--- src/rtl/uart_tx_frame.sv ---
// Double-buffered UART transmitter: 1 start, 8 data bits LSB first, optional parity, 1-2 stop bits.
// A byte can be queued in the holding register while the shifter sends, so frames leave back-to-back.
module uart_tx_frame #(
  parameter int C_CLK_FRQ   = 100000000,
  parameter int C_TRX_RATE  = 1000000,
  parameter int C_PARITY    = 0,
  parameter int C_STOP_BITS = 1
) (
  input  logic       clock,
  input  logic       rstb,
  input  logic       send,
  input  logic [7:0] data,
  output logic       busy,
  output logic       idle,
  output logic       error,
  output logic       tx
);

  localparam int C_PERIOD = C_CLK_FRQ / C_TRX_RATE;
  localparam int CNT_W    = $clog2(C_PERIOD);
  localparam logic [CNT_W-1:0] CNT_LAST = CNT_W'(C_PERIOD - 1);
  localparam logic HAS_PARITY = (C_PARITY != 0);
  localparam logic ODD_PARITY = (C_PARITY == 1);
  localparam logic TWO_STOP   = (C_STOP_BITS == 2);

  typedef enum logic [2:0] {sIDLE, sSTART, sDATA, sPARITY, sSTOP} state_t;

  state_t           state_q;
  logic [7:0]       hold_q;
  logic             hold_full_q;
  logic [7:0]       shift_q;
  logic             parity_q;
  logic [CNT_W-1:0] cnt_q;
  logic [2:0]       bit_q;
  logic             stop_q;
  logic             tx_q;
  logic             idle_q;
  logic             error_q;

  logic       bit_end;
  logic       frame_end;
  logic       load;
  logic       accept;
  logic       hold_full_d;
  logic [7:0] hold_d;

  assign bit_end   = (cnt_q == CNT_LAST);
  assign frame_end = (state_q == sSTOP) && bit_end && (!TWO_STOP || stop_q);
  assign load      = hold_full_q && ((state_q == sIDLE) || frame_end);
  // The slot freed by a load is refilled on the same edge, so that send is not an overrun.
  assign accept      = send && (!hold_full_q || load);
  assign hold_full_d = accept ? 1'b1 : (load ? 1'b0 : hold_full_q);
  assign hold_d      = accept ? data : hold_q;

  always_ff @(posedge clock) begin
    if (!rstb) begin
      state_q     <= sIDLE;
      hold_q      <= '0;
      hold_full_q <= 1'b0;
      shift_q     <= '0;
      parity_q    <= 1'b0;
      cnt_q       <= '0;
      bit_q       <= '0;
      stop_q      <= 1'b0;
      tx_q        <= 1'b1;
      idle_q      <= 1'b1;
      error_q     <= 1'b0;
    end else begin
      hold_q      <= hold_d;
      hold_full_q <= hold_full_d;
      error_q     <= send && !accept;
      idle_q      <= 1'b0;
      if (load) begin
        state_q  <= sSTART;
        shift_q  <= hold_q;
        parity_q <= ODD_PARITY ? ~(^hold_q) : (^hold_q);
        cnt_q    <= '0;
        bit_q    <= '0;
        stop_q   <= 1'b0;
        tx_q     <= 1'b0;
      end else begin
        case (state_q)
          sIDLE: begin
            tx_q   <= 1'b1;
            idle_q <= !hold_full_d;
          end
          sSTART: begin
            if (bit_end) begin
              cnt_q   <= '0;
              state_q <= sDATA;
              tx_q    <= shift_q[0];
            end else begin
              cnt_q <= cnt_q + 1'b1;
            end
          end
          sDATA: begin
            if (bit_end) begin
              cnt_q <= '0;
              if (bit_q == 3'd7) begin
                if (HAS_PARITY) begin
                  state_q <= sPARITY;
                  tx_q    <= parity_q;
                end else begin
                  state_q <= sSTOP;
                  tx_q    <= 1'b1;
                end
              end else begin
                bit_q   <= bit_q + 3'd1;
                shift_q <= shift_q >> 1;
                tx_q    <= shift_q[1];
              end
            end else begin
              cnt_q <= cnt_q + 1'b1;
            end
          end
          sPARITY: begin
            if (bit_end) begin
              cnt_q   <= '0;
              state_q <= sSTOP;
              tx_q    <= 1'b1;
            end else begin
              cnt_q <= cnt_q + 1'b1;
            end
          end
          sSTOP: begin
            if (bit_end) begin
              cnt_q  <= '0;
              stop_q <= ~stop_q;
              if (frame_end) begin
                state_q <= sIDLE;
                tx_q    <= 1'b1;
                idle_q  <= !hold_full_d;
              end
            end else begin
              cnt_q <= cnt_q + 1'b1;
            end
          end
          default: begin
            state_q <= sIDLE;
            tx_q    <= 1'b1;
          end
        endcase
      end
    end
  end

  assign busy  = hold_full_q;
  assign idle  = idle_q;
  assign error = error_q;
  assign tx    = tx_q;

endmodule

--- config.mk ---
export PLATFORM = sky130hd
export DESIGN_NAME = uart_tx_frame
export DESIGN_NICKNAME = d
export VERILOG_FILES = /design/src/rtl/uart_tx_frame.sv
export SDC_FILE = /design/constraint.sdc
export NUM_CORES = 1
export LEC_CHECK = 0
export CAP_MARGIN = 20
export CORE_MARGIN = 4
export CORE_UTILIZATION = 39
export DETAILED_ROUTE_END_ITERATION = 12
export SLEW_MARGIN = 0
export SYNTH_ARGS = -nofsm -noshare
export SYNTH_HDL_FRONTEND = slang
export SYNTH_SLANG_ARGS = --single-unit
--- constraint.sdc ---
create_clock -name clock -period 3.35 [get_ports clock]
set_input_delay 0.67 -clock clock [delete_from_list [all_inputs] [get_ports clock]]
set_output_delay 0.67 -clock clock [all_outputs]
set_load 0.05 [all_outputs]
Yosys cells after proc, flatten, opt, wreduce, memory -nomap -nowiden
Index checks and enable logic that the tools add are counted.
- register bits: 33
- output and inout bits: 4
- $add $sub $neg: 2
- eq/ne operators: 20
- mux-type cells: 27
- bitwise gates (word level): 3
- reduce and logical (&&, ||, !) cells: 19
- operator list (operator ; number):
    $mux W8 ; 4
    $mux W3 ; 6
    $ne A3 B3 Y1 const B ; 6
    $ne A2 B2 Y1 const B ; 8
    $pmux W3 S5 ; 1
    $reduce_and A7 Y1 ; 2
    $mux W1 ; 13
    $add A7 B1 Y7 const B ; 1
    $eq A7 B7 Y1 const B ; 1
    $mux W7 ; 1
    $eq A3 B2 Y1 const B ; 2
    $eq A3 B3 Y1 const B ; 2
    $reduce_and A3 Y1 ; 2
    $reduce_and A5 Y1 ; 1
    $logic_and A1 B1 Y1 ; 4
    $pmux W1 S4 ; 1
    $reduce_bool A2 Y1 ; 2
    $reduce_or A4 Y1 ; 1
    $add A3 B1 Y3 const B ; 1
    $eq A3 B1 Y1 const B ; 1
    $logic_not A1 Y1 ; 3
    $logic_not A3 Y1 ; 1
    $not A1 Y1 ; 3
    $logic_or A1 B1 Y1 ; 2
    other kinds (2) ; 2

Depth between registers and ports, before layout
Gate-level depths: netlist of the first run.
- depth in word-level cells: 12
- depth in mapped cells: 7
- depth with buffers taken out: 6

Least setup slack after synthesis of the first run
No wires, ideal clock.
- path kind: register to register
- from: register hold_full_q (netlist: busy)
- to: register shift_q[7]
- library setup time: 0.115 ns
- arrival time: 1.661 ns
- required time: 3.235 ns
- slack: 1.574 ns
- cell stages (with the launch flop): 5
- buffers on the path: 1
- period minus slack after synthesis: 1.776 ns
- cells stage by stage: dfxtp_1 or3b_1 clkbuf_1 o211a_1 o21a_1
- longest elaborated chain between the ends: 3
- elaborated cells between the ends (all ways): 6
- ends and longest elaborated chain (element ; line ; source):
    from (decl) ; 30 ; logic hold_full_q;
    from (signal assigned) ; 70 ; hold_full_q <= hold_full_d;
    $logic_and A1 B1 Y1 (*) ; 49 ; assign load = hold_full_q && ((state_q == sIDLE) || frame_end);
    $ne A2 B2 Y1 (no source line) or $reduce_bool A2 Y1 (tied branches) ; -- ;
    $reduce_and A3 Y1 (no source line) ; -- ;
    to (signal assigned) ; 75 ; shift_q <= hold_q;
    to (signal assigned) ; 109 ; shift_q <= shift_q >> 1;
    to (decl) ; 31 ; logic [7:0] shift_q;
Mark *: on every way between the ends. The rest lies on a longest branch, timed or not.
A chain may end at the register's enable or synchronous reset.

Worst setup path after layout of the first run
- from: register hold_full_q (netlist: busy)
- to: output busy
- RTL lines (element ; line ; source):
    to (decl) ; 13 ; output logic busy,
No word-level cell between the ends.

==> key figures, run 1 <==
Run status
  • Run status: finished, final reports clean

Pwr
  • Clock network power share: 43.1%
  • Power density normalized to cell area: 486 nW/um2
  • Leakage dissipation: 0.712 nW
  • Switching power: 0.203 mW
  • Share of total power consumed by net switching: 22.8%
  • Power consumption: 0.892 mW
  • Worst VDD drop: 0.280 mV
  • Internal power contribution: 0.689 mW
  • Register share of total power: 47.3%
  • Fraction of power consumed by combinational cells: 9.6%

GRT
  • GRT Residual Overflow: 0
  • Wire length of the first global-routing pass: 6040 um
  • Largest net degree at the start of global routing: 14
  • Initial antenna violation count: 0
  • Aggregate global-route resource usage: 15.0%
  • Number of global-route vias before repair: 1309

Detailed routing
  • Detailed Routing Iterations Pass 1: 4
  • Initial DRC count: 51
  • Drt total wl: 3460 um
  • Post-route antenna net violation count: 0
  • DRC violations left: 0
  • Wire length on met3: 122 um
  • Routed len/inst: 14.8 um
  • Vias per inst: 5.55
  • Wire length on met1: 1660 um
  • Vias after detailed routing: 1294
  • Met2 layer wire length in the routed design: 1610 um
  • Highest routing layer actually used: met4

Synthesis
  • Syn Std Cell Area: 1560 um2
  • EDFF count, synth: 0
  • Most frequent cell after synthesis: sky130_fd_sc_hd__dfxtp_1
  • Top FF cell, synth: sky130_fd_sc_hd__dfxtp_1
  • Leading area contributor after synthesis: sky130_fd_sc_hd__dfxtp_1
  • Share of synthesized flip-flops with an asynchronous set or reset: 0%
  • Post-Syn Nets: 188
  • #FFs+latches synth: 33
  • Synth Warn #: 0
  • Avg Synthesized Cell Area: 8.97 um2
  • Top-area cell type share of the netlist area: 42.3%
  • Leading cell types by count after synthesis: sky130_fd_sc_hd__dfxtp_1 (33), sky130_fd_sc_hd__a21oi_1 (19), sky130_fd_sc_hd__nor2_1 (14)
  • Main area contributors after synthesis: sky130_fd_sc_hd__dfxtp_1 (42%), sky130_fd_sc_hd__a21oi_1 (6.1%), sky130_fd_sc_hd__mux2i_1 (5.8%)
  • Cell variety after synth: 39
  • Part of the Yosys area used for sequential elements: 42.3%
  • Gate count of the mapped netlist: 174

Worst hold path
  • Startpoint of the worst hold path: hold_q[2]
  • Hold Path Sink: hold_q[2]
  • Worst min path class: reg -> reg
  • Hold depth: 2

Place
  • Post-DP HPWL: 2500 um
  • Final weighted congestion in routability-driven placement: 0.832
  • Port buffer count: 14

Clocking
  • Clock latency on the worst-skew pair: 0.29 ns
  • TritonCTS clock tree: done
  • Total CTS buffers: 5
  • Clock Root Buffer: sky130_fd_sc_hd__clkbuf_8
  • Number of sinks driven by the clock tree: 33
  • Number of levels in the clock H-tree: 2
  • Buffer levels on the longest clock path: 2
  • Clock transition time at the flip-flop clock pins of the worst setup and hold paths: 0.06 ns
  • Cts repair resizes: 0
  • Buffers inserted by post-CTS timing repair: 0
  • Hold-fix buffers, CTS: 0

Layout
  • Number of antenna diodes: 0
  • Layout cell share with drive strength beyond 1: 6.49%
  • Total Nets Final: 198
  • Filler instances: 357
  • P&R area growth vs syn: 17.7%
  • Final core utilization: 48.7%

Timing
  • Tcrit/Tclk final: 65.5%
  • Sum of negative setup slack: 0 ns
  • Measured slew at the worst slew-check pin: 0.626 ns
  • Max-slew headroom: 58.1%
  • Highest clock rate: 0.456 GHz
  • Number of endpoints with negative hold slack in the final report: 0
  • Setup violators final: 0
  • Worst clock skew: 0.00774 ns
  • Max-slew violation count: 0
  • RSZ-0062 raised after global routing: no
  • Final Critical Period: 2.19 ns

Floorplan
  • Core Area: 3770 um2
  • Initial Utilization: 41.4%
  • Area of the die: 5080 um2
  • Number of primary I/O pins: 15
  • Placement Rows: 22
  • Die extent in x: 71.3 um
  • Die height: 71.3 um

Worst setup path
  • Reg2Reg Depth: 6
  • Largest delay share family, worst path: buffers and inverters
  • Worst path slowest cell: sky130_fd_sc_hd__clkdlybuf4s50_1
  • Worst-path cell chain: clkdlybuf4s50_1
  • Maximum fanout along the worst path: 5
  • Type of destination of the critical path: output port
  • Flop2flop setup slack: 1.26 ns
  • Data required time at the worst endpoint: 2.68 ns
  • Stage delay of the slowest cell on the critical path: 0.83 ns
  • Critical Path AT: 1.52 ns
  • Type of the worst setup path: reg -> out
  • Combined buffer and inverter count along the critical path: 1
  • Startpoint of the most critical register-to-register path: bit_q[0]
  • Startpoint type of the worst setup path: flip-flop
  • Capture instance of the worst register-to-register path: shift_q[0]

Run
  • Max Cap Viol: 0
worst max-delay path by stage:
stage	from	end	slack [ns]	cells after the start
after global placement	rstb	state_q[0]	1.20	3
after CTS	busy	busy	1.14	1
after floorplan	busy	shift_q[7]	1.57	4
after detailed placement	rstb	state_q[0]	1.11	3
after global routing	bit_q[0]	shift_q[7]	1.04	6
final	busy	busy	1.16	1
cell families (layout without fill, tap and decap cells):
logic type | Yosys count | count (layout) | share of synthesized area [%]
XOR/XNOR | 6 | 6 | 3.37
AND/OR/NAND/NOR | 54 | 54 | 19.2
adder cells (fa/ha/maj) | 3 | 3 | 2.41
buffers and inverters | 15 | 26 | 3.77
flip-flops | 33 | 33 | 42.3
multiplexers | 10 | 10 | 6.50
AO/OA/AOI/OAI | 53 | 53 | 22.5
final cells by class:
class | instances | area [um2] | area share, %
Tap cell | 48 | 60.1 | 3.27
Multi-Input combinational cell | 126 | 841 | 45.8
Timing Repair Buffer | 15 | 148 | 8.04
Clock buffer | 7 | 86.3 | 4.70
Inverter | 3 | 11.3 | 0.613
Clock inverter | 1 | 30.0 | 1.63
Sequential cell | 33 | 661 | 36.0
stage by stage:
step	instances	instance area (um2)	hold WS [ns]	setup slack (ns)
2_1_floorplan	174	1560	0.449	1.57
3_3_place_gp	225	1720	0.471	1.20
3_5_place_dp	225	1720	0.476	1.11
4_1_cts	233	1840	0.486	1.14
5_1_grt	233	1840	0.526	1.04
6_report	233	1840	0.484	1.16
power by group through the flow:
stage          clock [mW]  combinational (mW)  sequential (mW)
2_1_floorplan           0              0.0500            0.436
3_3_place_gp            0              0.0836            0.430
3_5_place_dp            0              0.0859            0.431
4_1_cts             0.394              0.0862            0.422
5_1_grt             0.409              0.0946            0.424
6_report            0.384              0.0856            0.422
sequential cells by signal, summed over array words and instances (netlist names):
register  flops
state_q       3
error         1
shift_q       8
tx            1
bit_q         3
busy          1
idle          1
hold_q        8
cnt_q         7
cells in the final DEF, fill, tap and decap left out, types with 2 or more instances in the layout:
master,count
sky130_fd_sc_hd__nor3_1,2
sky130_fd_sc_hd__clkbuf_8,6
sky130_fd_sc_hd__nand3_1,12
sky130_fd_sc_hd__and4_1,2
sky130_fd_sc_hd__and2_1,4
sky130_fd_sc_hd__o31ai_1,7
sky130_fd_sc_hd__o31a_1,2
sky130_fd_sc_hd__o211ai_1,2
sky130_fd_sc_hd__clkdlybuf4s50_1,14
sky130_fd_sc_hd__xor2_1,6
sky130_fd_sc_hd__a21oi_1,19
sky130_fd_sc_hd__o21ai_1,7
sky130_fd_sc_hd__mux2i_1,9
sky130_fd_sc_hd__nand2_1,6
sky130_fd_sc_hd__or3_1,2
sky130_fd_sc_hd__inv_1,3
sky130_fd_sc_hd__o21ai_0,6
sky130_fd_sc_hd__nor2_1,14
sky130_fd_sc_hd__nand4_1,4
sky130_fd_sc_hd__ha_1,3
sky130_fd_sc_hd__dfxtp_1,33
sky130_fd_sc_hd__o21a_1,2
metal layers:
layer  track usage, %  vias up
met4             6.26        0
met1             19.4      616
met5                0        -
met2             23.0       16
li1                 -      657
met3             4.77        5
(Power assumes the default switching activity.)
==> run 2: changes to the inputs <==
clock period = 1.9 ns   (was 3.35 ns; I/O delays follow)
==> key figures, run 2 (synthesis gave the netlist of run 1 again) <==
Run status
  • Run status: finished, final reports clean (unchanged)

Timing
  • Smallest setup slack after layout: 0.119 ns (was 1.16 ns)
  • Sum of negative setup slack: 0 ns (unchanged)
  • Final Critical Period: 1.78 ns
  • Setup violators final: 0 (unchanged)
  • Worst clock skew: 0.00387 ns (was 0.00774 ns)
  • Measured slew at the worst slew-check pin: 0.506 ns (was 0.626 ns)
  • RSZ-0062 raised after global routing: no (unchanged)
  • Tcrit/Tclk final: 93.7%
  • Max-slew headroom: 66.2% (was 58.1%)
  • Number of endpoints with negative hold slack in the final report: 0 (unchanged)
  • Highest clock rate: 0.562 GHz
  • Max-slew violation count: 0 (unchanged)

Worst setup path
  • Stage delay of the slowest cell on the critical path: 0.80 ns (was 0.83 ns)
  • Crit. path cell count: 1 (unchanged)
  • Data required time at the worst endpoint: 1.52 ns (was 2.68 ns)
  • Type of destination of the critical path: output port (unchanged)
  • Critical Path AT: 1.40 ns (was 1.52 ns)
  • Maximum fanout along the worst path: 2 (was 5)
  • Largest delay share family, worst path: buffers and inverters (unchanged)
  • Worst path slowest cell: sky130_fd_sc_hd__clkdlybuf4s50_1 (unchanged)
  • Startpoint type of the worst setup path: flip-flop (unchanged)
  • Reg2Reg Depth: 5 (was 6)
  • Combined buffer and inverter count along the critical path: 1 (unchanged)
  • Worst-path cell chain: clkdlybuf4s50_1 (unchanged)
  • Type of the worst setup path: reg -> out (unchanged)

Layout
  • Most common cell after layout, fill and taps aside: sky130_fd_sc_hd__dfxtp_1 (unchanged)
  • Registers with the most flip-flops: hold_q (8), shift_q (8), cnt_q (7) (unchanged)
  • Number of antenna diodes: 0 (unchanged)
  • Commonest cells after routing, fill and taps aside: sky130_fd_sc_hd__dfxtp_1 (32), sky130_fd_sc_hd__a21oi_1 (19), sky130_fd_sc_hd__nor2_1 (14), sky130_fd_sc_hd__clkdlybuf4s50_1 (13), sky130_fd_sc_hd__nand3_1 (12) (was sky130_fd_sc_hd__dfxtp_1 (33), sky130_fd_sc_hd__a21oi_1 (19), sky130_fd_sc_hd__nor2_1 (14), sky130_fd_sc_hd__clkdlybuf4s50_1 (14), sky130_fd_sc_hd__nand3_1 (12))
  • Final core utilization: 50.0% (was 48.7%)
  • P&R area growth vs syn: 20.9% (was 17.7%)
  • Post-route standard cell area excluding fillers: 1890 um2 (was 1840 um2)
  • Layout cell share with drive strength beyond 1: 13.5% (was 6.49%)
  • Total Nets Final: 206 (was 198)

Pwr
  • Power density normalized to cell area: 741 nW/um2 (was 486 nW/um2)
  • Worst VDD drop: 0.593 mV (was 0.280 mV)
  • Leakage dissipation: 0.740 nW (was 0.712 nW)

GRT
  • Initial antenna violation count: 0 (unchanged)
  • Number of global-route vias before repair: 1222 (was 1309)
  • Aggregate global-route resource usage: 13.4% (was 15.0%)
  • GRT Residual Overflow: 0 (unchanged)
  • Largest net degree at the start of global routing: 14 (unchanged)
  • Wire length of the first global-routing pass: 5480 um (was 6040 um)

Detailed routing
  • Vias after detailed routing: 1298 (was 1294)
  • Drt total wl: 3240 um (was 3460 um)
  • Detailed Routing Iterations Pass 1: 5 (was 4)
  • DRC violations left: 0 (unchanged)
  • Post-route antenna net violation count: 0 (unchanged)
  • Routed len/inst: 13.4 um (was 14.8 um)
  • Vias per inst: 5.39 (was 5.55)
  • Initial DRC count: 50 (was 51)

Floorplan
  • Die height: 71.3 um (unchanged)
  • Placement Rows: 22 (unchanged)
  • Area of the die: 5080 um2 (unchanged)
  • Die extent in x: 71.3 um (unchanged)
  • Number of primary I/O pins: 15 (unchanged)
  • Initial Utilization: 41.4% (unchanged)
  • Core Area: 3770 um2 (unchanged)

Clocking
  • Buffers inserted by post-CTS timing repair: 0 (unchanged)
  • Number of sinks driven by the clock tree: 33 (unchanged)
  • Cts repair resizes: 0 (unchanged)
  • Clock transition time at the flip-flop clock pins of the worst setup and hold paths: 0.07 ns (was 0.06 ns)
  • Clock latency on the worst-skew pair: 0.28 ns (was 0.29 ns)
  • Number of levels in the clock H-tree: 2 (unchanged)
  • Buffer levels on the longest clock path: 2 (unchanged)
  • TritonCTS clock tree: done (unchanged)
  • Hold-fix buffers, CTS: 0 (unchanged)
  • Total CTS buffers: 5 (unchanged)
  • Clock Root Buffer: sky130_fd_sc_hd__clkbuf_8 (unchanged)

Place
  • Placed instance area: 1780 um2 (was 1720 um2)
  • Post-DP HPWL: 2330 um (was 2500 um)
  • Port buffer count: 14 (unchanged)
  • Post-placement setup slack: 0.0417 ns (was 1.11 ns)
  • Final weighted congestion in routability-driven placement: 0.846 (was 0.832)

Run
  • Max Cap Viol: 0 (unchanged)

Worst hold path
  • Worst min path class: reg -> reg (unchanged)
  • Hold depth: 2 (unchanged)
==> run 2: changes by cell type in the layout (fill, tap and decap cells not counted), sizes merged <==
cell           previous run  this run
buf                       1        10
clkinv                    0         2
bufinv                    1         0
clkbuf                    7         6
clkdlybuf4s50            14        13
==> run 2: cell type report <==
| cell class | count | area [um2] |
|---|---|---|
| inverter | 3 | 11.3 |
| fill | 347 | 1890 |
| sequential | 33 | 662 |
| timing repair buffer | 23 | 205 |
| tap | 48 | 60.1 |
| clock buffer | 6 | 72.6 |
| clock inverter | 2 | 10.0 |
| multi-input combinational | 126 | 865 |
==> run 2: report_power, final <==
| group | leakage (nW) | internal, mW | total [mW] | switching [mW] |
|---|---|---|---|---|
| Sequential | 0.270 | 0.722 | 0.745 | 0.0224 |
| Combinational | 0.425 | 0.0710 | 0.156 | 0.0848 |
| Clock | 0.0450 | 0.254 | 0.497 | 0.244 |
==> run 2: worst paths after layout <==
path / end / start / slack, ns
setup / recovery: tx / tx / 0.12
hold reg to reg: hold_q[2] / hold_q[2] / 0.48
hold / removal: hold_q[2] / hold_q[2] / 0.48
setup reg to reg: hold_q[5] / cnt_q[1] / 0.14
==> run 2: metal layers <==
layer	up-vias	share of wire, %	track usage (%)
met4	0	0.77	4.38
li1	675	-	-
met2	24	48	20.8
met3	2	3.2	4.77
met1	597	48	17.2
met5	-	0	0
==> run 2: through the flow <==
stage,power (mW),hold WS (ns),std cells
5_1_grt,1.47,0.529,241
3_3_place_gp,0.909,0.466,233
6_report,1.40,0.479,241
4_1_cts,1.41,0.479,241
3_5_place_dp,0.912,0.469,233
2_1_floorplan,0.857,0.449,174
==> run 3: changes to the inputs <==
CTS_CLUSTER_SIZE = 28   (was unset)
SETUP_SLACK_MARGIN = 0.5   (was unset)
clock period = 1.8 ns   (was 1.9 ns; I/O delays follow)
==> key figures, run 3 (synthesis gave the netlist of run 1 again) <==
Run status
  • Run status: finished, final reports clean (unchanged)

Timing
  • Max-slew headroom: 66.9% (was 66.2%)
  • Tcrit/Tclk final: 92.8%
  • Max-slew violation count: 0 (unchanged)
  • RSZ-0062 raised after global routing: yes (was no)
  • Setup violators final: 0 (unchanged)
  • Worst clock skew: 0.00617 ns (was 0.00387 ns)
  • Final Critical Period: 1.67 ns
  • Measured slew at the worst slew-check pin: 0.493 ns (was 0.506 ns)
  • Sum of negative setup slack: 0 ns (unchanged)
  • Highest clock rate: 0.598 GHz
  • Number of endpoints with negative hold slack in the final report: 0 (unchanged)

Worst setup path
  • Startpoint of the most critical register-to-register path: cnt_q[0] (was cnt_q[1])
  • Stage delay of the slowest cell on the critical path: 0.51 ns (was 0.80 ns)
  • Reg2Reg Depth: 5 (unchanged)
  • Worst-path cell chain: ha_4 > or4bb_4 > o21a_4 > o21ai_2 > a21oi_1 (was clkdlybuf4s50_1)
  • Largest delay share family, worst path: simple AND/OR/NAND/NOR gates (was buffers and inverters)
  • Capture instance of the worst register-to-register path: hold_q[7] (was hold_q[5])
  • Worst path slowest cell: sky130_fd_sc_hd__or4bb_4 (was sky130_fd_sc_hd__clkdlybuf4s50_1)
  • Data required time at the worst endpoint: 1.96 ns (was 1.52 ns)
  • Startpoint type of the worst setup path: flip-flop (unchanged)
  • Critical Path AT: 1.83 ns (was 1.40 ns)
  • Maximum fanout along the worst path: 8 (was 2)
  • Type of destination of the critical path: flip-flop (was output port)
  • Type of the worst setup path: reg -> reg (was reg -> out)
  • Combined buffer and inverter count along the critical path: 0 (was 1)
  • Flop2flop setup slack: 0.13 ns (was 0.14 ns)

Layout
  • Count of non-filler cells in the finished layout: 250 (was 241)
  • P&R area growth vs syn: 46.2% (was 20.9%)
  • Layout cell share with drive strength beyond 1: 42.1% (was 13.5%)
  • Commonest cells after routing, fill and taps aside: sky130_fd_sc_hd__dfxtp_1 (22), sky130_fd_sc_hd__buf_4 (16), sky130_fd_sc_hd__a21oi_1 (14), sky130_fd_sc_hd__nor2_1 (13), sky130_fd_sc_hd__nand3_1 (11) (was sky130_fd_sc_hd__dfxtp_1 (32), sky130_fd_sc_hd__a21oi_1 (19), sky130_fd_sc_hd__nor2_1 (14), sky130_fd_sc_hd__clkdlybuf4s50_1 (13), sky130_fd_sc_hd__nand3_1 (12))
  • Number of antenna diodes: 0 (unchanged)
  • Most common cell after layout, fill and taps aside: sky130_fd_sc_hd__dfxtp_1 (unchanged)
  • Total Nets Final: 215 (was 206)
  • Registers with the most flip-flops: hold_q (8), shift_q (8), cnt_q (7) (unchanged)

Worst hold path
  • Hold Path Sink: hold_q[7] (was hold_q[2])
  • Hold depth: 2 (unchanged)
  • Worst min path class: reg -> reg (unchanged)
  • Startpoint of the worst hold path: hold_q[7] (was hold_q[2])

Pwr
  • Share of total power consumed by net switching: 27.6% (was 25.1%)
  • Switching power: 0.428 mW (was 0.351 mW)
  • Register share of total power: 51.0% (was 53.3%)
  • Worst VDD drop: 0.544 mV (was 0.593 mV)
  • Internal power contribution: 1.12 mW (was 1.05 mW)
  • Leakage dissipation: 0.805 nW (was 0.740 nW)
  • Clock network power share: 35.5% (was 35.6%)
  • Fraction of power consumed by combinational cells: 13.5% (was 11.1%)
  • Power density normalized to cell area: 680 nW/um2 (was 741 nW/um2)

Floorplan
  • Placement Rows: 22 (unchanged)
  • Initial Utilization: 41.4% (unchanged)
  • Die extent in x: 71.3 um (unchanged)
  • Number of primary I/O pins: 15 (unchanged)
  • Core Area: 3770 um2 (unchanged)
  • Area of the die: 5080 um2 (unchanged)
  • Die height: 71.3 um (unchanged)

Detailed routing
  • DRC violations left: 0 (unchanged)
  • Detailed Routing Iterations Pass 1: 4 (was 5)
  • Vias per inst: 5.58 (was 5.39)
  • Routed len/inst: 15.3 um (was 13.4 um)
  • Drt total wl: 3830 um (was 3240 um)
  • Vias after detailed routing: 1394 (was 1298)
  • Initial DRC count: 31 (was 50)
  • Post-route antenna net violation count: 0 (unchanged)

Clocking
  • Buffer levels on the longest clock path: 2 (unchanged)
  • Total CTS buffers: 5 (unchanged)
  • Clock latency on the worst-skew pair: 0.29 ns (was 0.28 ns)
  • Clock Root Buffer: sky130_fd_sc_hd__clkbuf_8 (unchanged)
  • Number of sinks driven by the clock tree: 33 (unchanged)
  • Clock transition time at the flip-flop clock pins of the worst setup and hold paths: 0.07 ns (about the same)
  • TritonCTS clock tree: done (unchanged)
  • Hold-fix buffers, CTS: 0 (unchanged)
  • Number of levels in the clock H-tree: 2 (unchanged)

Run
  • Max Cap Viol: 0 (unchanged)

GRT
  • Largest net degree at the start of global routing: 14 (unchanged)
  • Initial antenna violation count: 0 (unchanged)
  • Number of global-route vias before repair: 1322 (was 1222)
  • Wire length of the first global-routing pass: 6240 um (was 5480 um)
  • GRT Residual Overflow: 0 (unchanged)
  • Aggregate global-route resource usage: 15.2% (was 13.4%)

Place
  • Port buffer count: 14 (unchanged)
  • Post-DP HPWL: 2480 um (was 2330 um)
  • Final weighted congestion in routability-driven placement: 0.841 (was 0.846)
  • Cell count after placement: 231 (was 233)
==> run 3: changes by cell type in the layout (fill, tap and decap cells not counted), moves of 6 or more <==
cell,before,now
sky130_fd_sc_hd__o31ai_4,0,6
sky130_fd_sc_hd__o21ai_1,10,4
sky130_fd_sc_hd__o21ai_2,0,8
sky130_fd_sc_hd__buf_4,10,16
sky130_fd_sc_hd__dfxtp_1,32,22
sky130_fd_sc_hd__o31ai_1,7,0
==> run 3: layout make-up <==
cell class	instances	area [um2]
timing repair buffer	31	285
inverter	3	11.3
clock buffer	5	68.8
multi-input combinational	127	1150
fill	294	1490
tap	48	60.1
sequential	33	687
clock inverter	3	16.3
==> run 3: worst max path at each step <==
stage / startpoint / end / cells after the start
5_1_grt: cnt_q[6] / cnt_q[3] / 4
6_report: cnt_q[0] / hold_q[7] / 5
3_5_place_dp: cnt_q[0] / hold_q[7] / 5
2_1_floorplan: cnt_q[4] / cnt_q[2] / 5
4_1_cts: cnt_q[2] / cnt_q[5] / 4
3_3_place_gp: cnt_q[0] / hold_q[7] / 5
==> run 3: worst register-to-register path, delay by kind of cell (launching register included) <==
kind                     cells  cell delay, ns
AO/OA/AOI/OAI                3            0.51
adder cells (fa/ha/maj)      1            0.15
flip-flops                   1            0.37
AND/OR/NAND/NOR              1            0.52
==> run 3: power groups by stage <==
stage	clock network, mW	registers (mW)	logic [mW]
2_1_floorplan	0	0.812	0.0967
3_3_place_gp	0	0.802	0.161
3_5_place_dp	0	0.804	0.164
4_1_cts	0.564	0.783	0.175
5_1_grt	0.591	0.795	0.226
6_report	0.551	0.792	0.209
==> run 3: metal layers <==
metal	vias to the layer above	part of all wire [%]	track usage (%)
met5	-	0	0
met3	8	4.0	4.35
li1	693	-	-
met4	0	1.4	5.43
met1	664	45	20.6
met2	29	49	22.9
==> run 3: per-stage QoR <==
step           power, mW  setup slack, ns  utilization (%)  area (um2)  hold slack, ns
4_1_cts             1.52            0.119             53.3        2010           0.496
3_3_place_gp       0.963            0.105             48.3        1820           0.470
5_1_grt             1.61           0.0840             60.5        2280           0.521
2_1_floorplan      0.909            0.121                -        1660           0.449
3_5_place_dp       0.968           0.0404             48.3        1820           0.479
6_report            1.55            0.129             60.5        2280           0.492
==> run 3: timing repair <==
action,CTS,global route
pin swaps,10,19
endpoints found under the setup margin,33,33
cloned,1,1
buffers inserted,2,7
hold endpoints to repair,0,0
gates resized for setup,21,51
